<file path="src/rtl/lms_plant_src.sv">
// Stimulus source for LMS system identification. Emits a sample strobe, a noise or external
// reference sample, and that sample filtered through a programmable FIR plant using one serial MAC.
module lms_plant_src #(
  parameter int          TAPS = 16,
  parameter int          DIV  = 32,
  parameter logic [15:0] SEED = 16'hACE1
) (
  input  logic                      clk,
  input  logic                      rst,
  input  logic                      run,
  input  logic                      ext_sel,
  input  logic signed [15:0]        ext_din,
  input  logic                      coef_we,
  input  logic [$clog2(TAPS)-1:0]   coef_addr,
  input  logic signed [15:0]        coef_data,
  output logic                      busy,
  output logic                      en,
  output logic signed [15:0]        din,
  output logic signed [15:0]        desired,
  output logic [15:0]               sample_cnt
);

  localparam int AW  = $clog2(TAPS);
  localparam int ACW = 32 + AW;
  localparam int CW  = $clog2(DIV);
  localparam logic [15:0] SEED_EFF = (SEED == 16'h0000) ? 16'h0001 : SEED;
  localparam logic signed [ACW-1:0] MAXV = ACW'(32767);
  localparam logic signed [ACW-1:0] MINV = ACW'(-32768);

  if (DIV < TAPS + 3) begin : g_div_check
    $error("lms_plant_src: DIV must be >= TAPS+3");
  end

  typedef enum logic [1:0] {S_IDLE, S_MAC, S_OUT} state_t;

  state_t                 state_q, state_d;
  logic [CW-1:0]          count_q, count_d;
  logic [15:0]            lfsr_q, lfsr_d;
  logic signed [15:0]     x_q [TAPS];
  logic signed [15:0]     x_d [TAPS];
  logic signed [15:0]     h_q [TAPS];
  logic signed [15:0]     h_d [TAPS];
  logic signed [15:0]     pend_q, pend_d;
  logic [AW-1:0]          idx_q, idx_d;
  logic signed [ACW-1:0]  acc_q, acc_d;
  logic signed [15:0]     din_q, din_d;
  logic signed [15:0]     desired_q, desired_d;
  logic                   en_q, en_d;
  logic                   busy_q, busy_d;
  logic [15:0]            cnt_q, cnt_d;

  logic                   tick;
  logic [15:0]            lfsr_next;
  logic signed [15:0]     sample;
  logic signed [31:0]     prod;
  logic signed [ACW-1:0]  shifted;

  always_comb begin
    state_d   = state_q;
    lfsr_d    = lfsr_q;
    x_d       = x_q;
    h_d       = h_q;
    pend_d    = pend_q;
    idx_d     = idx_q;
    acc_d     = acc_q;
    din_d     = din_q;
    desired_d = desired_q;
    en_d      = 1'b0;
    busy_d    = busy_q;
    cnt_d     = cnt_q;

    tick      = run && (count_q == '0);
    count_d   = !run ? '0 : (count_q == CW'(DIV - 1)) ? '0 : count_q + CW'(1);
    lfsr_next = {lfsr_q[14:0], lfsr_q[15] ^ lfsr_q[13] ^ lfsr_q[12] ^ lfsr_q[10]};
    sample    = ext_sel ? ext_din : $signed(lfsr_next);
    prod      = 32'(x_q[idx_q]) * 32'(h_q[idx_q]);
    shifted   = acc_q >>> 15;

    // Coefficients may only change between MAC sequences so a sample never sees a mixed plant.
    if (coef_we && !busy_q && !tick) h_d[coef_addr] = coef_data;

    case (state_q)
      S_IDLE: begin
        if (tick) begin
          if (!ext_sel) lfsr_d = lfsr_next;
          x_d[0] = sample;
          for (int k = 1; k < TAPS; k++) x_d[k] = x_q[k-1];
          pend_d  = sample;
          acc_d   = '0;
          idx_d   = '0;
          busy_d  = 1'b1;
          state_d = S_MAC;
        end
      end
      S_MAC: begin
        acc_d = acc_q + ACW'(prod);
        idx_d = idx_q + AW'(1);
        if (idx_q == AW'(TAPS - 1)) state_d = S_OUT;
      end
      S_OUT: begin
        if (shifted > MAXV)      desired_d = 16'sh7FFF;
        else if (shifted < MINV) desired_d = 16'sh8000;
        else                     desired_d = shifted[15:0];
        din_d   = pend_q;
        en_d    = 1'b1;
        cnt_d   = cnt_q + 16'd1;
        busy_d  = 1'b0;
        state_d = S_IDLE;
      end
      default: state_d = S_IDLE;
    endcase
  end

  always_ff @(posedge clk or posedge rst) begin
    if (rst) begin
      state_q   <= S_IDLE;
      count_q   <= '0;
      lfsr_q    <= SEED_EFF;
      for (int k = 0; k < TAPS; k++) begin
        x_q[k] <= '0;
        h_q[k] <= '0;
      end
      pend_q    <= '0;
      idx_q     <= '0;
      acc_q     <= '0;
      din_q     <= '0;
      desired_q <= '0;
      en_q      <= 1'b0;
      busy_q    <= 1'b0;
      cnt_q     <= '0;
    end else begin
      state_q   <= state_d;
      count_q   <= count_d;
      lfsr_q    <= lfsr_d;
      x_q       <= x_d;
      h_q       <= h_d;
      pend_q    <= pend_d;
      idx_q     <= idx_d;
      acc_q     <= acc_d;
      din_q     <= din_d;
      desired_q <= desired_d;
      en_q      <= en_d;
      busy_q    <= busy_d;
      cnt_q     <= cnt_d;
    end
  end

  assign busy       = busy_q;
  assign en         = en_q;
  assign din        = din_q;
  assign desired    = desired_q;
  assign sample_cnt = cnt_q;

endmodule

</file>
<file path="config.mk">
export PLATFORM = sky130hd
export DESIGN_NAME = lms_plant_src
export DESIGN_NICKNAME = d
export VERILOG_FILES = /design/src/rtl/lms_plant_src.sv
export SDC_FILE = /design/constraint.sdc
export NUM_CORES = 2
export LEC_CHECK = 0
export BUFFER_PORTS_ARGS = -buffer_cell sky130_fd_sc_hd__buf_2
export CORE_AREA = 2 2 316 318
export DETAILED_ROUTE_END_ITERATION = 8
export DIE_AREA = 0 0 318 320
export GPL_TIMING_DRIVEN = 0
export PLACE_DENSITY = 0.67
export SYNTH_ARGS = -nofsm -noshare
export SYNTH_HDL_FRONTEND = slang
export SYNTH_SLANG_ARGS = --single-unit
</file>
<file path="constraint.sdc">
create_clock -name clk -period 27.4 [get_ports clk]
set_input_delay 4.11 -clock clk [delete_from_list [all_inputs] [get_ports clk]]
set_output_delay 4.11 -clock clk [all_outputs]
set_load 0.01 [all_outputs]
</file>
Word level (Yosys, flattened, before mapping)
Index checks and enable logic that the tools add are counted.
{"block": "classes", "n_reduce_logical": 15, "n_mul": 1, "n_bitwise": 6, "eq_ne": 6, "n_addsub": 4, "muxes": 24, "order_cmp": 5}
{"operator": "256-bit bitwise mux", "count": 1}
{"operator": "16-bit binary-select mux with 4-bit select", "count": 2}
{"operator": "16-bit 2-to-1 mux", "count": 8}
{"operator": "36-bit one-hot mux with 2 select lines", "count": 1}
{"operator": "16-bit demux with 4-bit select", "count": 1}
{"operator": "36-bit by 32-bit adder with 36-bit output", "count": 1}
{"operator": "36-bit 2-to-1 mux", "count": 1}
{"operator": "16-bit by 16-bit multiplier with 32-bit output", "count": 1}
{"operator": "21-bit by 16-bit greater-than comparator with 1-bit output, second input constant", "count": 1}
{"operator": "21-bit by 16-bit < comparator with 1-bit output, second input constant", "count": 1}
{"operator": "16-bit by 1-bit adder with 16-bit output, second input constant", "count": 1}
{"operator": "5-bit >= comparator, second input constant", "count": 2}
{"operator": "5-bit 2-to-1 mux", "count": 2}
{"operator": "4-bit inverter with 5-bit output", "count": 2}
{"operator": "4-bit one-hot mux with 2 select lines", "count": 1}
{"operator": "2-bit AND reduction", "count": 4}
{"operator": "5-bit by 1-bit adder with 5-bit output, second input constant", "count": 1}
{"operator": "5-bit equality test, second input constant", "count": 1}
{"operator": "5-bit logical NOT", "count": 1}
{"operator": "5-bit by 1-bit < comparator with 1-bit output, second input constant", "count": 1}
{"operator": "4-bit by 1-bit adder with 4-bit output, second input constant", "count": 1}
{"operator": "4-bit equality test, second input constant", "count": 1}
{"operator": "1-bit logical AND", "count": 4}
{"operator": "2-bit 2-to-1 mux", "count": 2}
{"operator": "13 further kinds", "count": 19}
{"block": "word_totals", "regBits": 625, "out_inout_bits": 50, "inputBits": 41}

Logic depth before layout (Yosys ltp)
{"block": "depth", "depth_word": 7, "depth_mapped": 32, "ltp_nobuf": 26}

Least setup slack after synthesis
No wires, ideal clock.
{"block": "synth_timing", "path_type": "flip-flop to flip-flop", "from": "register idx_q[0]", "to": "register acc_q[28]", "slack_ns": 20.094, "t_required_ns": 27.268, "t_arrival_ns": 7.174, "setup_ns": 0.132, "path_stages_with_launch": 26, "cell_sequence": "dfrtp_1 -> buf_6 -> buf_6 -> buf_2 -> mux4_2 -> mux2_2 -> o21ai_2 -> inv_1 -> nand2_1 -> fa_1 -> fa_1 -> fa_1 -> inv_1 -> fa_1 -> fa_1 -> inv_1 -> fa_1 -> inv_1 -> ha_1 -> a21o_1 -> or3_1 -> o21a_1 -> a311o_1 -> a21oi_1 -> xor2_1 -> o21ai_1"}
{"block": "synth_between", "elab_chain_cells": 7, "word_cells_on_any_way": 10, "classes_between": "add/sub: 1; mul: 1; mux: 7; bitwise: 1"}
{"item": "start: declaration", "line": "44", "text": "logic [AW-1:0] idx_q, idx_d;"}
{"item": "start signal: assignment", "line": "138", "text": "idx_q <= idx_d;"}
{"item": "4-bit inverter with 5-bit output (implied by the code) (*)", "line": "76", "text": "prod = 32'(x_q[idx_q]) * 32'(h_q[idx_q]);"}
{"item": "16-bit binary-select mux with 4-bit select", "line": "76"}
{"item": "16-bit 2-to-1 mux (implied by the code) (2 in series)", "line": "76"}
{"item": "16-bit by 16-bit multiplier with 32-bit output (*)", "line": "76"}
{"item": "36-bit by 32-bit adder with 36-bit output (*)", "line": "96", "text": "acc_d = acc_q + ACW'(prod);"}
{"item": "36-bit one-hot mux with 2 select lines (*)", "line": "82", "text": "case (state_q)"}
{"item": "end signal: assignment", "line": "125", "text": "acc_q <= '0;"}
{"item": "end signal: assignment", "line": "139", "text": "acc_q <= acc_d;"}
{"item": "end: declaration", "line": "45", "text": "logic signed [ACW-1:0] acc_q, acc_d;"}
Mark *: on every way between the ends. The rest lies on a longest branch, timed or not. The select of a mux whose other input is x is not followed.
A chain may end at the register's enable or synchronous reset.

Worst setup path in the final report
{"block": "layout_timing", "from": "register idx_q[3]", "to": "register acc_q[28]"}
Same word-level chain as after synthesis.

==> results.toml <==
[timing]
finalSetupViolCount = 0
setup_ws_ps = 17660
max_freq_mhz = 103
fin_worst_skew_ps = 18.9
worst_pin_slew_ps = 1310
hold-worst-slack_ps = 468
rsz0062_at_grt = "no"
slew_headroom = 0.125
drv_slew = 0
fin_crit_sh = 0.355
hold_violations = 0
layout_min_cycle_time_ps = 9740
fin_setup_tns_ps = 0

[setup_path]
crit_path_max_fanout = 10
crit_required_ps = 27880
regToRegSetupSlack_ps = 17660
crit_path_start_kind = "flip-flop"
path_class = "flip-flop to flip-flop"
crit_start = "idx_q[3]"
cp-end-kind = "flip-flop"
worstReg2RegStart = "idx_q[3]"
cp.arrival_ps = 10220

[cells_and_area]
drive_gt1_frac = 0.297
syn_to_final_growth_pct = 11.7
fillers = 8964
antenna_cells = 0
nNetsFinal = 3754

[die]
io_pins = 91
fp.dieArea_um2 = 102000
core_area_um2 = 98000
fp-row-count = 115
dieHeight_um = 320
die_w_um = 318
start_util = 0.400

[logic_synthesis]
yosysSeqAreaShare = 0.400
avgSynthCellArea_um2 = 12.6
yosys_register_bits = 625
synthArstFlopShare = 1.00
synth_top_area_frac = 0.394
synth_nets = 3587
synth_area_um2 = 39200
ys_top_cells_by_count = "dfrtp_1, mux2_2, inv_1, fa_1, nand2_1"
yosysWarnings = 0
synth_edf_count = 0
ys.flop_type = "dfrtp_1"
yosys.area.top_type = "dfrtp_1"
synth_cell_type_count = 71
netlist_instances = 3120
synth_most_common_cell = "dfrtp_1"
synth.area.top_cells = "dfrtp_1, fa_1, mux2_2, mux4_2, inv_1"

[clock_tree]
cts_setup_buffers = 0
htreeDepth = 3
cts-hold-fix-buffers = 0
worstSkewPairLatency_ps = 640
cts_sinks = 625
clkTransAtPathRegs_ps = 60
clock-root-buffer = "clkbuf_16"
cts_tree = "done"
clockBufferDepth = 3
cts_made_buffers = 71
cts_resized = 0

[hold_path]
hold_class = "flip-flop to flip-flop"
hold_start = "din[6]"

[global_route]
grt_usage = 0.204
grt_max_degree = 126
overflow = 0
grt_pass1_vias = 26361
antenna_found_initial = 1
grt_pass1_wl_mm = 159

[routing]
drc_errors = 0
ant_nets = 0
num_vias = 24557
routedWlPerCell_um = 21.7
postRouteWirelength_mm = 101
avgViaCountPerCell = 5.31
drtPass1Iterations = 5
drt_iter0_markers = 1736

[status]
status = "complete, no violations"

[placed_design]
dp_slack_ps = 17770
dp_hpwl_mm = 75.5
portBuffers = 89
place.gp.congestion = 0.942

[job]
maxCapViolations = 0
## cell usage in the layout (no fill, tap or decap), types with 16 or more instances in the layout
cell | netlist | routed
clkbuf_1 | 79 | 90
fa_1 | 314 | 314
o21ai_2 | 17 | 17
nand3_1 | 16 | 16
o21a_1 | 20 | 20
o21ai_0 | 62 | 62
mux4_2 | 135 | 135
nand2b_1 | 16 | 16
ha_1 | 112 | 112
buf_2 | 49 | 138
mux2i_1 | 41 | 41
nor2_1 | 188 | 188
dfrtp_1 | 617 | 617
inv_1 | 397 | 396
clkbuf_16 | 0 | 72
a21oi_1 | 47 | 47
xor2_1 | 16 | 16
nand2_1 | 254 | 254
mux2_2 | 536 | 536
clkbuf_8 | 0 | 16
xnor2_1 | 34 | 34
## registers in the layout, summed over array words and instances, names as in the netlist
name and cells:
h_q 256, pend_q 16, acc_q 36, state_q 2, lfsr_q 16, desired 16
x_q 240, sample_cnt 16, en 1, busy 1, din 16, count_q 5
idx_q 4
## area by class of cell
cell class / instances / area [um^2] / area share
plain buffers: 156 / 737 / 0.0169
clock buffers: 99 / 2060 / 0.0472
inverters: 399 / 1510 / 0.0344
clock inverters: 28 / 304 / 0.00695
flip-flops and latches: 625 / 15700 / 0.358
multi-input cells: 1940 / 21300 / 0.486
well taps: 1287 / 1610 / 0.0368
repair buffers: 94 / 583 / 0.0133
## worst max-delay path: stages (launching register included)
cell and delay (ps):
dfrtp_1 320, buf_2 320, clkbuf_1 790, buf_1 930, mux2i_1 440, nand2_1 90
o21ai_1 620, inv_1 330, nand2_1 190, fa_1 510, fa_1 920, fa_1 500
inv_1 90, fa_1 410, fa_1 500, inv_1 50, fa_1 480, inv_1 40
ha_1 340, a21o_1 220, or3_1 400, nand3b_1 220, a311o_1 370, a21oi_1 180
xor2_1 190, o21ai_1 80
## layer usage
metal  GRT usage  wire length (um)  share of wire  vias to the layer above
met4      0.0669              2880          0.029                        2
met2       0.337             48200           0.48                      733
met3      0.0322              5660          0.056                      159
met1       0.275             43800           0.44                    12894
li1            -                 -              -                    10769
met5           0                13        0.00013                        -
## worst paths after layout
| path | to | cells after the start |
|---|---|---|
| min reg2reg | din[6] | 2 |
| max in group asynchronous | acc_q[26] | 5 |
| min | din[6] | 2 |
| max reg2reg | acc_q[28] | 25 |
| min in group asynchronous | count_q[1] | 2 |
| max | acc_q[28] | 25 |
## per-stage QoR
step	utilization	instance area (um^2)	cells
floorplan	-	39200	3120
global placement	0.421	41200	4496
detailed placement	0.422	41400	4501
CTS	0.446	43700	4628
global route	0.446	43700	4628
finish	0.446	43700	4628
## cell families (layout without fill, tap and decap cells)
group | after synthesis | in the layout | share of synthesized area
XOR/XNOR | 50 | 50 | 0.0112
AND/OR/NAND/NOR | 532 | 532 | 0.0568
multiplexers | 712 | 712 | 0.242
buffers and inverters | 555 | 776 | 0.0571
AO/OA/AOI/OAI | 220 | 220 | 0.0367
adder cells (fa/ha/maj) | 426 | 426 | 0.196
flip-flops | 625 | 625 | 0.400
Power is not shown: default switching activity piles up to over one toggle a cycle in this logic, so the estimate is an artifact.
